**src/rtl/jtdsp16_sio_pkg.sv**
```systemverilog
// Shared definitions for the DSP16 TDM serial output port.
//   sio_state_e  : transmitter state encoding (idle, word load, bit shifting)
//   slot_width   : width of the TDM slot counter for a given slot count (minimum 1)
//   bitcnt_width : width of the per-word bit counter for a given word width
package jtdsp16_sio_pkg;

    typedef enum logic [1:0] {
        StIdle  = 2'd0,
        StLoad  = 2'd1,
        StShift = 2'd2
    } sio_state_e;

    function automatic int unsigned slot_width(input int unsigned ch);
        return (ch > 1) ? $clog2(ch) : 1;
    endfunction

    function automatic int unsigned bitcnt_width(input int unsigned dw);
        return $clog2(dw + 1);
    endfunction

endpackage

```
**src/rtl/jtdsp16_sio_fifo.sv**
```systemverilog
// Synchronous FIFO for the serial output port, qualified by the cen clock enable.
//   clk, rst_n, cen : clock, async active-low reset, clock enable
//   push, din       : enqueue request and data
//   pop             : dequeue request (ignored when empty)
//   dout            : head entry (valid when not empty)
//   full, empty     : occupancy status
//   cnt             : number of stored entries
//   ovf             : push dropped because the FIFO was full with no pop this tick
module jtdsp16_sio_fifo #(
    parameter int unsigned DW = 16,
    parameter int unsigned AW = 2
) (
    input  logic          clk,
    input  logic          rst_n,
    input  logic          cen,
    input  logic          push,
    input  logic [DW-1:0] din,
    input  logic          pop,
    output logic [DW-1:0] dout,
    output logic          full,
    output logic          empty,
    output logic [AW:0]   cnt,
    output logic          ovf
);
    localparam int unsigned DEPTH = 2 ** AW;

    logic [DW-1:0] mem [DEPTH];
    logic [AW-1:0] wr_ptr_q, rd_ptr_q;
    logic [AW:0]   cnt_q;
    logic          push_ok, pop_ok;

    always_comb begin
        full    = (cnt_q == (AW+1)'(DEPTH));
        empty   = (cnt_q == '0);
        pop_ok  = pop && !empty;
        // A full FIFO still takes a write when the head leaves in the same tick
        push_ok = push && (!full || pop_ok);
        ovf     = cen && push && full && !pop_ok;
        dout    = mem[rd_ptr_q];
        cnt     = cnt_q;
    end

    always_ff @(posedge clk or negedge rst_n) begin
        if (!rst_n) begin
            wr_ptr_q <= '0;
            rd_ptr_q <= '0;
            cnt_q    <= '0;
        end else if (cen) begin
            if (push_ok) wr_ptr_q <= wr_ptr_q + 1'b1;
            if (pop_ok)  rd_ptr_q <= rd_ptr_q + 1'b1;
            if (push_ok && !pop_ok)      cnt_q <= cnt_q + 1'b1;
            else if (!push_ok && pop_ok) cnt_q <= cnt_q - 1'b1;
        end
    end

    // Storage carries no reset; the pointers alone define what is valid
    always_ff @(posedge clk) begin
        if (cen && push_ok) mem[wr_ptr_q] <= din;
    end

endmodule

```
**src/rtl/jtdsp16_sio_tdm.sv**
```systemverilog
// DSP16 serial output port with FIFO and time-division-multiplexed framing.
//   clk, rst_n, cen      : clock, async active-low reset, clock enable (cen2)
//   en                   : transmitter enable
//   clk_div              : half bit period minus one, in cen ticks
//   len8, lsb_first      : word length select and shift order (latched per word)
//   wr, wr_data          : CPU write into the FIFO
//   clr_flags            : clears underrun/overflow
//   sdo, ock, old, fs    : serial data, bit clock, word-load strobe, frame sync
//   ose, obe, fifo_cnt   : shifter idle, FIFO not full, FIFO occupancy
//   underrun, overflow   : sticky error flags
module jtdsp16_sio_tdm
    import jtdsp16_sio_pkg::*;
#(
    parameter int unsigned DW      = 16,
    parameter int unsigned CH      = 2,
    parameter int unsigned FIFO_AW = 2,
    parameter int unsigned DIVW    = 4
) (
    input  logic               clk,
    input  logic               rst_n,
    input  logic               cen,
    input  logic               en,
    input  logic [DIVW-1:0]    clk_div,
    input  logic               len8,
    input  logic               lsb_first,
    input  logic               wr,
    input  logic [DW-1:0]      wr_data,
    input  logic               clr_flags,
    output logic               sdo,
    output logic               ock,
    output logic               old,
    output logic               fs,
    output logic               ose,
    output logic               obe,
    output logic [FIFO_AW:0]   fifo_cnt,
    output logic               underrun,
    output logic               overflow
);
    localparam int unsigned SW = slot_width(CH);
    localparam int unsigned BW = bitcnt_width(DW);
    localparam logic [BW-1:0] LAST_W    = BW'(DW - 1);
    localparam logic [BW-1:0] LAST_8    = BW'(7);
    localparam logic [SW-1:0] LAST_SLOT = SW'(CH - 1);

    sio_state_e      state_q;
    logic [SW-1:0]   slot_q;
    logic [BW-1:0]   bit_q;
    logic [DIVW-1:0] div_q, divcnt_q;
    logic            len8_q, lsb_q;
    logic [DW-1:0]   shr_q;
    logic            sdo_q, ock_q, under_q, over_q;

    logic [DW-1:0]   fifo_dout, ld_word, shift_nxt;
    logic            fifo_full, fifo_empty, fifo_ovf;
    logic            last_bit, half_done, under_set;
    logic [SW-1:0]   slot_nxt;

    jtdsp16_sio_fifo #(
        .DW (DW),
        .AW (FIFO_AW)
    ) u_fifo (
        .clk   (clk),
        .rst_n (rst_n),
        .cen   (cen),
        .push  (wr),
        .din   (wr_data),
        .pop   (state_q == StLoad),
        .dout  (fifo_dout),
        .full  (fifo_full),
        .empty (fifo_empty),
        .cnt   (fifo_cnt),
        .ovf   (fifo_ovf)
    );

    always_comb begin
        // 8-bit words are placed so that the first bit to go out sits at the shift end
        if (fifo_empty)     ld_word = '0;
        else if (!len8)     ld_word = fifo_dout;
        else if (lsb_first) ld_word = DW'(fifo_dout[7:0]);
        else                ld_word = DW'(fifo_dout[7:0]) << (DW - 8);
        shift_nxt = lsb_q ? (shr_q >> 1) : (shr_q << 1);
        last_bit  = (bit_q == (len8_q ? LAST_8 : LAST_W));
        half_done = (divcnt_q == div_q);
        slot_nxt  = (slot_q == LAST_SLOT) ? '0 : slot_q + 1'b1;
        under_set = cen && (state_q == StLoad) && fifo_empty;
    end

    always_ff @(posedge clk or negedge rst_n) begin
        if (!rst_n) begin
            state_q  <= StIdle;
            slot_q   <= '0;
            bit_q    <= '0;
            div_q    <= '0;
            divcnt_q <= '0;
            len8_q   <= 1'b0;
            lsb_q    <= 1'b0;
            shr_q    <= '0;
            sdo_q    <= 1'b0;
            ock_q    <= 1'b0;
        end else if (cen) begin
            unique case (state_q)
                StIdle: begin
                    sdo_q  <= 1'b0;
                    ock_q  <= 1'b0;
                    slot_q <= '0;
                    if (en && !fifo_empty) state_q <= StLoad;
                end
                StLoad: begin
                    shr_q    <= ld_word;
                    sdo_q    <= lsb_first ? ld_word[0] : ld_word[DW-1];
                    len8_q   <= len8;
                    lsb_q    <= lsb_first;
                    div_q    <= clk_div;
                    divcnt_q <= '0;
                    bit_q    <= '0;
                    ock_q    <= 1'b0;
                    state_q  <= StShift;
                end
                StShift: begin
                    if (!half_done) begin
                        divcnt_q <= divcnt_q + 1'b1;
                    end else begin
                        divcnt_q <= '0;
                        if (!ock_q) begin
                            ock_q <= 1'b1;
                        end else begin
                            ock_q <= 1'b0;
                            if (!last_bit) begin
                                bit_q <= bit_q + 1'b1;
                                shr_q <= shift_nxt;
                                sdo_q <= lsb_q ? shift_nxt[0] : shift_nxt[DW-1];
                            end else if (en) begin
                                // sdo holds the last bit through the LOAD tick
                                slot_q  <= slot_nxt;
                                state_q <= StLoad;
                            end else begin
                                slot_q  <= '0;
                                sdo_q   <= 1'b0;
                                state_q <= StIdle;
                            end
                        end
                    end
                end
                default: state_q <= StIdle;
            endcase
        end
    end

    // Set wins over a simultaneous clear
    always_ff @(posedge clk or negedge rst_n) begin
        if (!rst_n) begin
            under_q <= 1'b0;
            over_q  <= 1'b0;
        end else if (cen) begin
            under_q <= under_set | (under_q & ~clr_flags);
            over_q  <= fifo_ovf  | (over_q  & ~clr_flags);
        end
    end

    always_comb begin
        sdo      = sdo_q;
        ock      = ock_q;
        old      = (state_q == StLoad);
        fs       = (state_q == StLoad) && (slot_q == '0);
        ose      = (state_q == StIdle);
        obe      = !fifo_full;
        underrun = under_q;
        overflow = over_q;
    end

endmodule

```
**config.mk**
```make
export PLATFORM = sky130hd
export DESIGN_NAME = jtdsp16_sio_tdm
export DESIGN_NICKNAME = d
export VERILOG_FILES = /design/src/rtl/jtdsp16_sio_pkg.sv /design/src/rtl/jtdsp16_sio_fifo.sv /design/src/rtl/jtdsp16_sio_tdm.sv
export SDC_FILE = /design/constraint.sdc
export NUM_CORES = 1
export LEC_CHECK = 0
export CAP_MARGIN = 20
export CORE_MARGIN = 1
export CORE_UTILIZATION = 63
export CTS_CLUSTER_SIZE = 30
export DETAILED_ROUTE_END_ITERATION = 7
export PLACE_DENSITY = 0.95
export REMOVE_ABC_BUFFERS = 1
export SETUP_SLACK_MARGIN = 0.3
export SLEW_MARGIN = 20
export SYNTH_ARGS = -nofsm -noshare
export SYNTH_HDL_FRONTEND = slang
export SYNTH_HIERARCHICAL = 1
export SYNTH_SLANG_ARGS = --single-unit
```
**constraint.sdc**
```tcl
create_clock -name clk -period 4.87 [get_ports clk]
set_clock_uncertainty 0.15 [all_clocks]
set_input_delay 0.7305 -clock clk [delete_from_list [all_inputs] [get_ports clk]]
set_output_delay 0.7305 -clock clk [all_outputs]
set_load 0.005 [all_outputs]
```
==> results.py, run 1 <==
metrics = {
    "sta": {
        "hold_ws_ns": 0.188,
        "maxSlewViolCount": 0,
        "worst_pin_slew_ns": 0.991,
        "hold_viol": 0,
        "tns_ns": 0,
        "setup_violations": 0,
        "fmax_mhz": 318,
        "finalCriticalPeriod_ns": 3.14,
        "rsz0062_at_grt": "false",
        "slew_headroom_pct": 33.9,
        "fin_crit_sh_pct": 64.6,
    },
    "setup_path": {
        "rrSetupSlack_ns": 1.73,
        "crit_required_ns": 5.00,
        "end_kind": "register",
        "crit_buf_inv": 3,
        "path_delay_family": "compound AO/OA/AOI/OAI gates",
        "critPathKind": "in -> reg",
        "cp_slowest_cell": "a31o_1",
        "cp.arrival_ns": 3.28,
        "max_stage_delay_ns": 0.81,
        "critPathMaxFanout": 29,
        "critPathLaunchType": "primary input",
        "crit_chain": "clkdlybuf4s50_1 > buf_4 > nand2_1 > nor2_1 > a31o_1 > buf_4 > nor2_1 > a21oi_1",
    },
    "synthesis": {
        "syn-instance-count": 376,
        "postSynthAreaPerCell_sq_um": 13.6,
        "yosysWarnings": 6,
        "synth_edf_count": 64,
        "ys_types": 51,
        "ys.flop_type": "edfxtp_1",
        "synth_area_leader_cell": "edfxtp_1",
        "synth.top_cell.area_share_pct": 37.7,
        "synthTopCellsByArea": "edfxtp_1, dfrtp_1, mux4_1",
        "synthArstFlopShare_pct": 41.3,
        "ys_seq_area_share_pct": 59.7,
        "synth_seq_cells": 109,
        "netlist_area_sq_um": 5100,
    },
    "power": {
        "leakagePower_nw": 2.18,
        "powerDensity_nw_per_um2": 567,
        "vdd_ir_drop_max_mv": 0.271,
    },
    "grt": {
        "grt_util_met1_pct": 32.3,
        "grt_pass1_vias": 3169,
        "grt_use_met2_pct": 42.4,
        "globalRoute.busiestLayer": "met2",
        "grt_usage_pct": 25.6,
        "grt_antenna_before_repair": 0,
        "grt_first_pass_wirelength_um": 16100,
        "grt_max_degree": 46,
        "overflow": 0,
        "grt_use_met3_pct": 6.14,
    },
    "routing": {
        "dr.first_iter.drc_count": 338,
        "routed_wl_um": 10200,
        "vias_per_cell": 6.24,
        "final_antenna_net_count": 0,
        "drtPass1Iterations": 6,
        "vias": 3238,
        "wl_per_cell_um": 19.7,
        "drc_errors": 0,
    },
    "layout": {
        "final_layout_size_suffix_gt1_share_pct": 10.6,
        "syn2layout_area_growth_pct": 11.6,
        "final_common_cell": "edfxtp_1",
        "insertedDiodeCount": 0,
        "most-common-layout-cells": "edfxtp_1, dfrtp_1, nor2_1, a21oi_1, clkdlybuf4s50_1",
        "nets": 453,
        "nFillCells": 449,
    },
    "clocking": {
        "cts_tree": "done",
        "clk_pin_slew_ns": 0.12,
        "cts_resized": 0,
        "cts_max_path_buffers": 2,
        "clk_latency_ns": 0.38,
        "cts_setup_buffers": 0,
        "htreeDepth": 3,
        "clockRootBuffer": "clkbuf_8",
        "cts_hold_buf": 0,
        "cts_sinks": 109,
        "cts_inserted_buffers": 9,
    },
    "die": {
        "rows": 32,
        "initial_core_util_pct": 65.7,
        "core_area_sq_um": 7770,
        "die_area_sq_um": 8460,
        "die_h_um": 92.0,
        "die_w_um": 92.0,
        "ios": 39,
    },
    "place": {
        "place.gp.congestion": 0.861,
        "io_buffers": 38,
        "hpwl_um": 6690,
    },
    "hold_path": {
        "hp-class": "in -> async",
    },
    "status": {
        "status": "finished clean",
    },
    "run": {
        "max_cap_viol_count": 0,
    },
}
-- Yosys cell counts, types with 3 or more instances --
library cell  count
inv_1            18
and4_1            3
dfrtp_1          45
mux4_2            7
ha_1             12
mux4_1            9
nor3_1            4
nand2_1          21
o21ai_0          12
nand3_1           8
xnor2_1          11
mux2i_1          15
a21oi_1          39
buf_6             5
clkbuf_1          4
and2_1            4
mux2_4            3
nor2_1           39
xor2_1            3
nor2b_1           6
mux2_2            9
edfxtp_1         64
-- sequential cells by signal (all words and copies together) (netlist names), 3 cells and up --
| signal | count |
|---|---|
| divcnt_q | 4 |
| div_q | 4 |
| u_fifo/mem | 64 |
| u_fifo/cnt | 3 |
| shr_q | 16 |
| bit_q | 5 |
-- through the flow --
stage                     std cells  total power [mW]  setup slack [ns]  instance area [sq um]  utilization (%)
after floorplan                 361              2.25              2.42                   4970                -
after global placement          503              2.58              1.62                   5480             70.6
after detailed placement        503              2.66              1.45                   5480             70.6
after CTS                       519              3.22              1.78                   5690             73.3
after global routing            519              3.40              1.44                   5700             73.3
final                           519              3.23              1.73                   5700             73.3
-- power breakdown --
part,switching (mW),internal [mW],total (mW)
combinational,0.592,0.601,1.19
clock,0.344,0.206,0.550
sequential,0.279,1.21,1.49
total,1.22,2.01,3.23
-- final timing paths --
kind                             from         to  cells after the start
min in group clk             underrun   underrun                      1
max in group asynchronous       rst_n   shr_q[3]                      1
setup reg to reg           state_q[1]  shr_q[13]                      8
hold / removal                  rst_n   div_q[3]                      1
setup / recovery                  cen  shr_q[13]                      8
hold reg to reg              underrun   underrun                      1
-- per-layer routing --
layer	up-vias	routed length, um
met5	-	0
met4	0	336
met3	37	607
met2	146	5110
met1	1596	4190
li1	1459	-
-- cell families (layout without fill, tap and decap cells) --
| group | Yosys count | in the layout | synth area share [%] |
|---|---|---|---|
| mux | 43 | 43 | 13.5 |
| compound gates | 70 | 70 | 8.17 |
| fa+ha+maj | 13 | 13 | 3.33 |
| xor+xnor | 14 | 14 | 2.40 |
| simple gates | 93 | 93 | 8.75 |
| buf+inv | 34 | 75 | 4.07 |
| flops | 109 | 109 | 59.7 |
-- area by class of cell --
| class | instances | area (sq um) | area share, % |
|---|---|---|---|
| Clock buffer | 9 | 124 | 2.17 |
| Multi-Input combinational cell | 233 | 1850 | 32.4 |
| Timing Repair Buffer | 40 | 393 | 6.90 |
| Tap cell | 102 | 128 | 2.24 |
| Sequential cell | 109 | 3050 | 53.5 |
| Inverter | 19 | 71.3 | 1.25 |
| Clock inverter | 7 | 86.3 | 1.52 |
No activity file was read; power rests on OpenSTA's default activity.
==> run 2: changes to the inputs <==
Settings changed: CORE_UTILIZATION 63 to 58, PLACE_DENSITY 0.95 to 0.9.
Clock period 4.87 ns to 3.1 ns, I/O delays scaled along.
==> results.py, run 2 (same netlist as run 1, synthesis figures left out) <==
metrics = {
    "status": {
        "status": "finished clean",
    },
    "sta": {
        "fin_crit_sh_pct": 85.6,
        "slew_headroom_pct": 36.0,
        "rsz0062_at_grt": "false",
        "hold_viol": 0,
        "finalCriticalPeriod_ns": 2.65,
        "fmax_mhz": 377,
        "tns_ns": 0,
        "maxSlewViolCount": 0,
        "setup_violations": 0,
        "worst_pin_slew_ns": 0.953,
    },
    "grt": {
        "grt_antenna_before_repair": 0,
        "grt_usage_pct": 24.0,
        "grt_max_degree": 46,
        "overflow": 0,
        "grt_pass1_vias": 3211,
        "grt_first_pass_wirelength_um": 16100,
    },
    "routing": {
        "dr.first_iter.drc_count": 232,
        "vias": 3197,
        "routed_wl_um": 9920,
        "vias_per_cell": 6.00,
        "drc_errors": 0,
        "wl_per_cell_um": 18.6,
        "final_antenna_net_count": 0,
        "drtPass1Iterations": 4,
    },
    "setup_path": {
        "rr_worst_depth": 8,
        "crit_chain": "inv_1 > ha_1 > nor2b_1 > clkdlybuf4s50_1",
        "cp.arrival_ns": 2.04,
        "cp_slowest_cell": "clkdlybuf4s50_1",
        "critPathLaunchType": "register",
        "critPathKind": "reg -> out",
        "cp-endpoint": "fs",
        "crit_required_ns": 2.48,
        "path_delay_family": "buffers and inverters",
        "startpoint": "state_q[1]",
        "cp.depth": 4,
        "r2r-end": "u_fifo/cnt[1]",
        "worstReg2RegStart": "state_q[1]",
        "crit_buf_inv": 2,
        "max_stage_delay_ns": 0.50,
        "critPathMaxFanout": 9,
        "rrSetupSlack_ns": 0.58,
        "end_kind": "output pin",
    },
    "place": {
        "dp.cells": 516,
        "place.gp.congestion": 0.852,
        "io_buffers": 38,
        "hpwl_um": 6680,
    },
    "layout": {
        "insertedDiodeCount": 0,
        "final_common_cell": "edfxtp_1",
        "largest_register_ffs": 64,
        "reg.largest.list": "u_fifo/mem (64), shr_q (16), bit_q (5)",
        "fin_cells": 533,
        "finalCoreUtilization_pct": 69.1,
        "most-common-layout-cells": "edfxtp_1, dfrtp_1, nor2_1, a21oi_1, clkdlybuf4s50_1",
        "syn2layout_area_growth_pct": 13.6,
        "top_register": "u_fifo/mem",
        "final_layout_size_suffix_gt1_share_pct": 12.6,
        "nets": 464,
    },
    "clocking": {
        "clk_pin_slew_ns": 0.11,
        "htreeDepth": 3,
        "cts_inserted_buffers": 9,
        "cts_tree": "done",
        "cts_resized": 0,
        "cts_sinks": 109,
        "cts_max_path_buffers": 2,
        "clk_latency_ns": 0.39,
        "clockRootBuffer": "clkbuf_8",
    },
    "die": {
        "die_h_um": 95.8,
        "rows": 33,
        "die_w_um": 95.8,
        "core_area_sq_um": 8380,
        "die_area_sq_um": 9180,
        "initial_core_util_pct": 60.9,
        "ios": 39,
    },
    "power": {
        "p_int_mw": 3.23,
        "p_comb_share_pct": 39.3,
        "sequentialPowerShare_pct": 43.0,
        "swShare_pct": 37.2,
        "p_total_mw": 5.14,
        "leakagePower_nw": 2.24,
        "vdd_ir_drop_max_mv": 0.491,
        "powerDensity_nw_per_um2": 887,
        "clkPwrFrac_pct": 17.7,
        "power.net_switching_mw": 1.91,
    },
    "hold_path": {
        "hp-class": "reg -> reg",
    },
    "run": {
        "max_cap_viol_count": 0,
    },
}
-- run 2: changes by cell type in the layout (fill, tap and decap cells not counted), sizes merged --
cell	previous run	this run
inv	21	24
dlygate4sd3	0	1
clkinv	5	2
buf	3	13
-- run 2: routing by layer --
layer	vias to the layer above	part of all wire, %	global-route usage (%)
li1	1477	-	-
met1	1582	41	29.7
met2	112	51	40.8
met3	26	6.2	6.40
met4	0	2.2	8.46
met5	-	0	0
-- run 2: repair_timing --
| item | in CTS | in global routing |
|---|---|---|
| endpoints found under the hold margin | 0 | 45 |
| setup buffers | 0 | 0 |
| setup endpoints to repair | 0 | 0 |
| hold buffers | 0 | 1 |
-- run 2: worst min-delay path by stage --
stage / startpoint / to / slack [ns] / depth (start not counted)
floorplan: rst_n / bit_q[0] / 0.02 / 0
global placement: underrun / underrun / 0.33 / 1
detailed placement: underrun / underrun / 0.33 / 1
CTS: rst_n / u_fifo/cnt[2] / 0.11 / 1
global route: underrun / underrun / 0.37 / 1
finish: underrun / underrun / 0.35 / 1
-- run 2: layout make-up --
class / count / area, sq um
Clock inverter: 7 / 96.3
Fill cell: 547 / 2590
Multi-Input combinational cell: 233 / 1850
Tap cell: 105 / 131
Inverter: 19 / 71.3
Sequential cell: 109 / 3050
Timing Repair Buffer: 51 / 478
Clock buffer: 9 / 124
-- run 2: power groups by stage --
stage / clock [mW] / sequential, mW / combinational [mW]
2_1_floorplan: 0 / 2.23 / 1.31
3_3_place_gp: 0 / 2.20 / 1.91
3_5_place_dp: 0 / 2.23 / 2.00
4_1_cts: 0.930 / 2.21 / 2.02
5_1_grt: 0.975 / 2.25 / 2.22
6_report: 0.908 / 2.21 / 2.02
-- run 2: through the flow --
step | setup slack [ns] | hold WS, ns | area, sq um
2_1_floorplan | 0.648 | 0.0194 | 4970
3_3_place_gp | 0.537 | 0.327 | 5560
3_5_place_dp | 0.466 | 0.333 | 5560
4_1_cts | 0.442 | 0.108 | 5780
5_1_grt | 0.327 | 0.373 | 5800
6_report | 0.447 | 0.352 | 5800
-- run 2: worst register-to-register path, delay by kind of cell, from the launching register on --
kind,cells,cell delay (ns)
compound gates,1,0.26
flops,1,0.43
buf+inv,3,0.26
fa+ha+maj,3,1.05
mux,1,0.27
